==> src/rtl/rs_cmd_gen.sv <==
// rtl/rs_cmd_gen.sv - debounced, arbitrated S/R pulse generator with shadow Q for a clocked RS flip-flop
// Optional SET_PRIORITY_EN: a simultaneous set/clear resolves to a set pulse instead of a clear pulse.
module rs_cmd_gen #(
  parameter int DEB_CYCLES = 4,
  parameter int CNT_W      = 3,
  parameter int PULSE_LEN  = 1
) (
  input  logic clk,
  input  logic rst_n,
  input  logic set_btn,
  input  logic clr_btn,
  output logic S,
  output logic R,
  output logic q_model,
  output logic busy,
  output logic conflict
);
  localparam int PW = (PULSE_LEN > 1) ? $clog2(PULSE_LEN) : 1;
  localparam logic [CNT_W-1:0] DEB_LAST   = CNT_W'(DEB_CYCLES - 1);
  localparam logic [PW-1:0]    PULSE_LAST = PW'(PULSE_LEN - 1);

  typedef enum logic [1:0] {IDLE, SET_P, CLR_P} state_e;

  // Channel index 0 is set, index 1 is clear throughout.
  logic [1:0]       sync1_q, sync2_q, deb_q, deb_d, pend_q, pend_d, rise;
  logic [CNT_W-1:0] cnt_q [2];
  logic [CNT_W-1:0] cnt_d [2];
  state_e           state_q;
  logic [PW-1:0]    pcnt_q;
  logic             s_q, r_q, qm_q, busy_q, conflict_q;
  logic             idle, go_set, go_clr;

  always_comb begin
    deb_d = deb_q;
    for (int i = 0; i < 2; i++) begin
      cnt_d[i] = '0;
      if (sync2_q[i] != deb_q[i]) begin
        if (cnt_q[i] == DEB_LAST) deb_d[i] = sync2_q[i];
        else cnt_d[i] = cnt_q[i] + 1'b1;
      end
    end
    rise = deb_d & ~deb_q;
  end

  always_comb begin
    idle = (state_q == IDLE);
`ifdef SET_PRIORITY_EN
    go_set = idle & pend_q[0];
    go_clr = idle & pend_q[1] & ~pend_q[0];
`else
    go_clr = idle & pend_q[1];
    go_set = idle & pend_q[0] & ~pend_q[1];
`endif
    // Taking a request drops both flags, so the arbitration loser is discarded.
    pend_d = ((go_set | go_clr) ? 2'b00 : pend_q) | rise;
  end

  always_ff @(posedge clk or negedge rst_n) begin
    if (!rst_n) begin
      sync1_q    <= '0;
      sync2_q    <= '0;
      deb_q      <= '0;
      pend_q     <= '0;
      cnt_q[0]   <= '0;
      cnt_q[1]   <= '0;
      state_q    <= IDLE;
      pcnt_q     <= '0;
      s_q        <= 1'b0;
      r_q        <= 1'b0;
      qm_q       <= 1'b0;
      busy_q     <= 1'b0;
      conflict_q <= 1'b0;
    end else begin
      sync1_q <= {clr_btn, set_btn};
      sync2_q <= sync1_q;
      deb_q   <= deb_d;
      cnt_q   <= cnt_d;
      pend_q  <= pend_d;
      case (state_q)
        IDLE: begin
          pcnt_q <= '0;
          if (go_set || go_clr) begin
            state_q <= go_set ? SET_P : CLR_P;
            s_q     <= go_set;
            r_q     <= go_clr;
            qm_q    <= go_set;
            busy_q  <= 1'b1;
            if (&pend_q) conflict_q <= 1'b1;
          end
        end
        default: begin
          // Returning through IDLE guarantees a low cycle between pulses.
          if (pcnt_q == PULSE_LAST) begin
            state_q <= IDLE;
            s_q     <= 1'b0;
            r_q     <= 1'b0;
            busy_q  <= 1'b0;
          end else begin
            pcnt_q <= pcnt_q + 1'b1;
          end
        end
      endcase
    end
  end

  assign S        = s_q;
  assign R        = r_q;
  assign q_model  = qm_q;
  assign busy     = busy_q;
  assign conflict = conflict_q;
endmodule

==> config.mk <==
export PLATFORM = sky130hd
export DESIGN_NAME = rs_cmd_gen
export DESIGN_NICKNAME = d
export VERILOG_FILES = /design/src/rtl/rs_cmd_gen.sv
export SDC_FILE = /design/constraint.sdc
export NUM_CORES = 1
export LEC_CHECK = 0
export BUFFER_PORTS_ARGS = -buffer_cell sky130_fd_sc_hd__buf_4
export CORE_AREA = 3 3 41 43
export CTS_BUF_LIST = sky130_fd_sc_hd__clkbuf_8
export CTS_CLUSTER_SIZE = 16
export DETAILED_ROUTE_END_ITERATION = 7
export DIE_AREA = 0 0 44 46
export PLACE_DENSITY = 0.73
export RECOVER_POWER = 100
export SETUP_SLACK_MARGIN = 0.3
export SLEW_MARGIN = 20
export SYNTH_ARGS = -nofsm -noshare
export SYNTH_HDL_FRONTEND = slang
export SYNTH_SLANG_ARGS = --single-unit
==> constraint.sdc <==
create_clock -name clk -period 1.2 [get_ports clk]
set_input_delay 0.24 -clock clk [delete_from_list [all_inputs] [get_ports clk]]
set_output_delay 0.24 -clock clk [all_outputs]
set_load 0.01 [all_outputs]
==> impl_summary.md <==
Die
The full die area is 0.00202 mm². The number of I/O pins is 9. The region available for standard cell placement spans 0.00133 mm². The die is 46 µm tall. In this run the horizontal extent of the chip is 44 µm. Row generation in the floorplan step produced 13 rows.

The starting density of the core is 0.549.

Hold path
The worst hold path terminates at sync1_q[1]. In this run the worst hold path is classified as in2reg. The hold-critical path depth is 1.

The startpoint identified for the worst hold timing path is clr_btn.

Critical path
STA puts the critical path data required time at 1.34 ns. The worst setup path is launched from a register. The length in cells of the worst reg-to-reg path is 3.

Setup slack on the worst reg-to-reg path comes out at 0.07 ns. For the worst setup path, the data arrival time is 1.27 ns. The critical path is of the reg2reg type.

The worst register-to-register path begins at cnt_q[0]. The endpoint of the worst register-to-register path is deb_q[1]. The worst setup path is captured at a register. Of all nets on the critical path, the largest fanout is 3.

Placement
After detailed placement, the design holds a cell count of 72. The post-place setup slack is 0.0872 ns. After legalization and detailed placement, the total HPWL measured 688 µm. The weighted congestion at the end of routability-driven global placement is 0.653.

The count of input and output buffers is 8.

Routing
For this block, wires on met1 add up to 557 µm. The routed design has 1200 µm of wire. In this run the remaining antenna-violating nets after routing total 0. The detailed router used layers up to and including met4.

The number of search-and-repair iterations in the first detailed-routing pass is 2. The average detailed-routed wire length per instance is 13.9 µm. After detailed routing, the number of remaining DRC violations is 0. After detailed routing, the met2 layer carries 546 µm of wire. The via density per instance is 5.02. The initial detailed-routing violation count is 5. The detailed-route via count is 432. Summed over all nets, wire length on met3 after detailed routing comes to 66 µm.

STA
The highest clock frequency the design can meet is 0.885 GHz. The final hold violation count is 0. The setup slack of the critical path after layout is 0.0701 ns. The worst slew margin relative to its limit is 0.683. The clock arrives with 0.00400 ns of skew. The post-route clock period utilization is 0.942. The aggregate negative setup slack is 0 ns. Setup violations remaining at the end of the flow were counted as 0. Setup repair after global routing could not meet its margin everywhere. For the pin with the worst max-slew slack, the measured transition is 0.475 ns. The max-slew violation total from the final report is 0. The final critical delay including setup and external delays is 1.13 ns.

Pwr
The maximum resistive drop on vdd is 1.08 mV. For this design the ratio of total power to cell area is 2090 mW/mm². The leakage power summed over all cells is 0.470 nW.

Logic synthesis
In the synthesized netlist, the cells that appear most often are dfrtp_1, nor2b_1, nor3_1. Ranked by total cell area, the synthesized netlist is headed by dfrtp_1, nor2b_4, ha_1, nor2b_1, mux2_2. The most common cell in the synthesized netlist is dfrtp_1. When the netlist entered floorplanning its net count stood at 55. For this run, asynchronously set or reset flops after synthesis account for 1.00.

The dominant cell type by area after synthesis is dfrtp_1. The synthesized design contains 0 enable-type register cells. Counting flops and latches in the post-synthesis netlist gives 20.

A synthesized cell averages 14.9 µm². Counting distinct cell types in the post-synthesis netlist gives 17. The main flop type after synthesis is dfrtp_1. Synthesis produced a netlist whose cell count is 49.

Of the synthesized area, sequential elements account for 0.684. Of the post-synthesis cell area, the dominant cell type holds 0.684. The Yosys warning count is 0.

The mapped cell area is 732 µm².

CTS
CTS built an H-tree with a depth of 1. The clock latency of the later-clocked register in the worst-skew pair is 0.25 ns. The maximum count of clock buffers along a single path is 2. The CTS sink count is 20. Counting the buffers created by CTS gives 3. The master cell of the clock root buffer is clkbuf_8. After clock tree synthesis, the clock-pin slew on the worst setup and hold paths is 0.07 ns. The clock tree from TritonCTS is built.

Job
The tool flagged a number of max-cap violations equal to 0.

Layout
The antenna diode instance count is 0. The count of cells in the finished layout, fillers not included, comes to 86. Relative to the synthesized area, the layout overhead comes to 32.6%. The fraction of final layout cells sized beyond drive strength 1 is 0.423. The layout net count is 79.

GRT
Global routing finished with a remaining overflow of 0. The largest net degree at the start of global routing is 21. The first-pass GRT wire length is 1820 µm. The all-layer global routing usage is 0.132. The number of antenna violations at the first check in global routing is 0.

The via count of the first global-routing pass is 426.

Run status
The flow ran to the end, and the final reports show no timing, DRC or antenna violations.
==> worst max-delay path, stage by stage, from the launching register on <==
cell	delay, ns
dfrtp_1	0.39
ha_1	0.20
nor2b_4	0.14
mux2_4	0.29
==> flip-flops by register name, indices dropped and copies added (netlist names) <==
name and count:
cnt_q 6, deb_q 2, pend_q 2, state_q 2, sync1_q 2, sync2_q 2, R 1, busy 1
conflict 1, q_model 1
==> worst max path at each step <==
| stage | startpoint | end | slack (ns) | depth (start not counted) |
|---|---|---|---|---|
| 5_1_grt | cnt_q[0] | deb_q[1] | 0.03 | 3 |
| 3_5_place_dp | cnt_q[0] | deb_q[1] | 0.09 | 3 |
| 4_1_cts | cnt_q[0] | deb_q[1] | 0.08 | 3 |
| 2_1_floorplan | cnt_q[3] | deb_q[0] | 0.14 | 3 |
| 6_report | cnt_q[0] | deb_q[1] | 0.07 | 3 |
| 3_3_place_gp | cnt_q[3] | deb_q[0] | 0.11 | 3 |
==> report_power, final <==
group	switching (mW)	internal [mW]	leakage [nW]
Combinational	0.260	0.394	0.195
Sequential	0.121	0.837	0.253
Clock	0.197	0.223	0.0216
==> layout by cell type, fill, tap and decap left out <==
master         count
a21o_1             1
and2_0             1
clkbuf_1           5
clkbuf_8           3
nor2b_1            2
dfrtp_2            2
inv_1              2
ha_1               1
nor3_1             2
a2bb2oi_2          1
nor3b_2            2
clkbuf_4           4
mux2_4             2
nor2b_4            3
a32o_1             2
xnor2_1            2
buf_6              1
clkbuf_2           1
or2_0              1
ha_4               1
dlygate4sd3_1      1
o21a_1             1
nor2b_2            1
nor3_2             1
nor3b_1            1
nor2_1             1
buf_4              7
dfrtp_1           18
nor2_2             1
==> kinds of logic after synthesis <==
logic type	after synthesis	share of synthesized area
buffers and inverters	2	0.0103
AOI/OAI and AO/OA	5	0.0598
and+or+nand+nor	16	0.157
DFF	20	0.684
muxes	2	0.0308
xor gates and xnor gates	2	0.0239
adders and majority gates	2	0.0342
==> metal layers <==
metal | vias to the layer above | GRT usage
met5 | - | 0
met4 | 0 | 0.0904
met3 | 4 | 0.0474
met2 | 10 | 0.195
met1 | 207 | 0.160
li1 | 211 | -
==> area by class of cell <==
type                    instances  area [µm²]
clock buffers                   3        41.3
fillers                        89         363
inverters                       2        7.51
multi-input cells              27         273
flip-flops and latches         20         503
well taps                      15        18.8
repair buffers                 19         128
==> stage by stage <==
step | total power [mW] | util | instance area, µm² | hold WS [ns]
floorplan | 1.26 | - | 744 | -0.0556
global placement | 1.41 | 0.617 | 823 | 0.128
detailed placement | 1.43 | 0.617 | 823 | 0.129
CTS | 1.94 | 0.692 | 923 | 0.0866
global route | 2.16 | 0.728 | 971 | 0.101
finish | 2.03 | 0.728 | 971 | 0.112
==> repair_timing <==
item	in CTS	in global routing
setup endpoints to repair	11	21
endpoints found under the hold margin	20	0
resized for setup	5	19
pin swaps	2	3
hold buffers	1	0
setup buffers	4	6
Power figures use the tool's default switching activity.
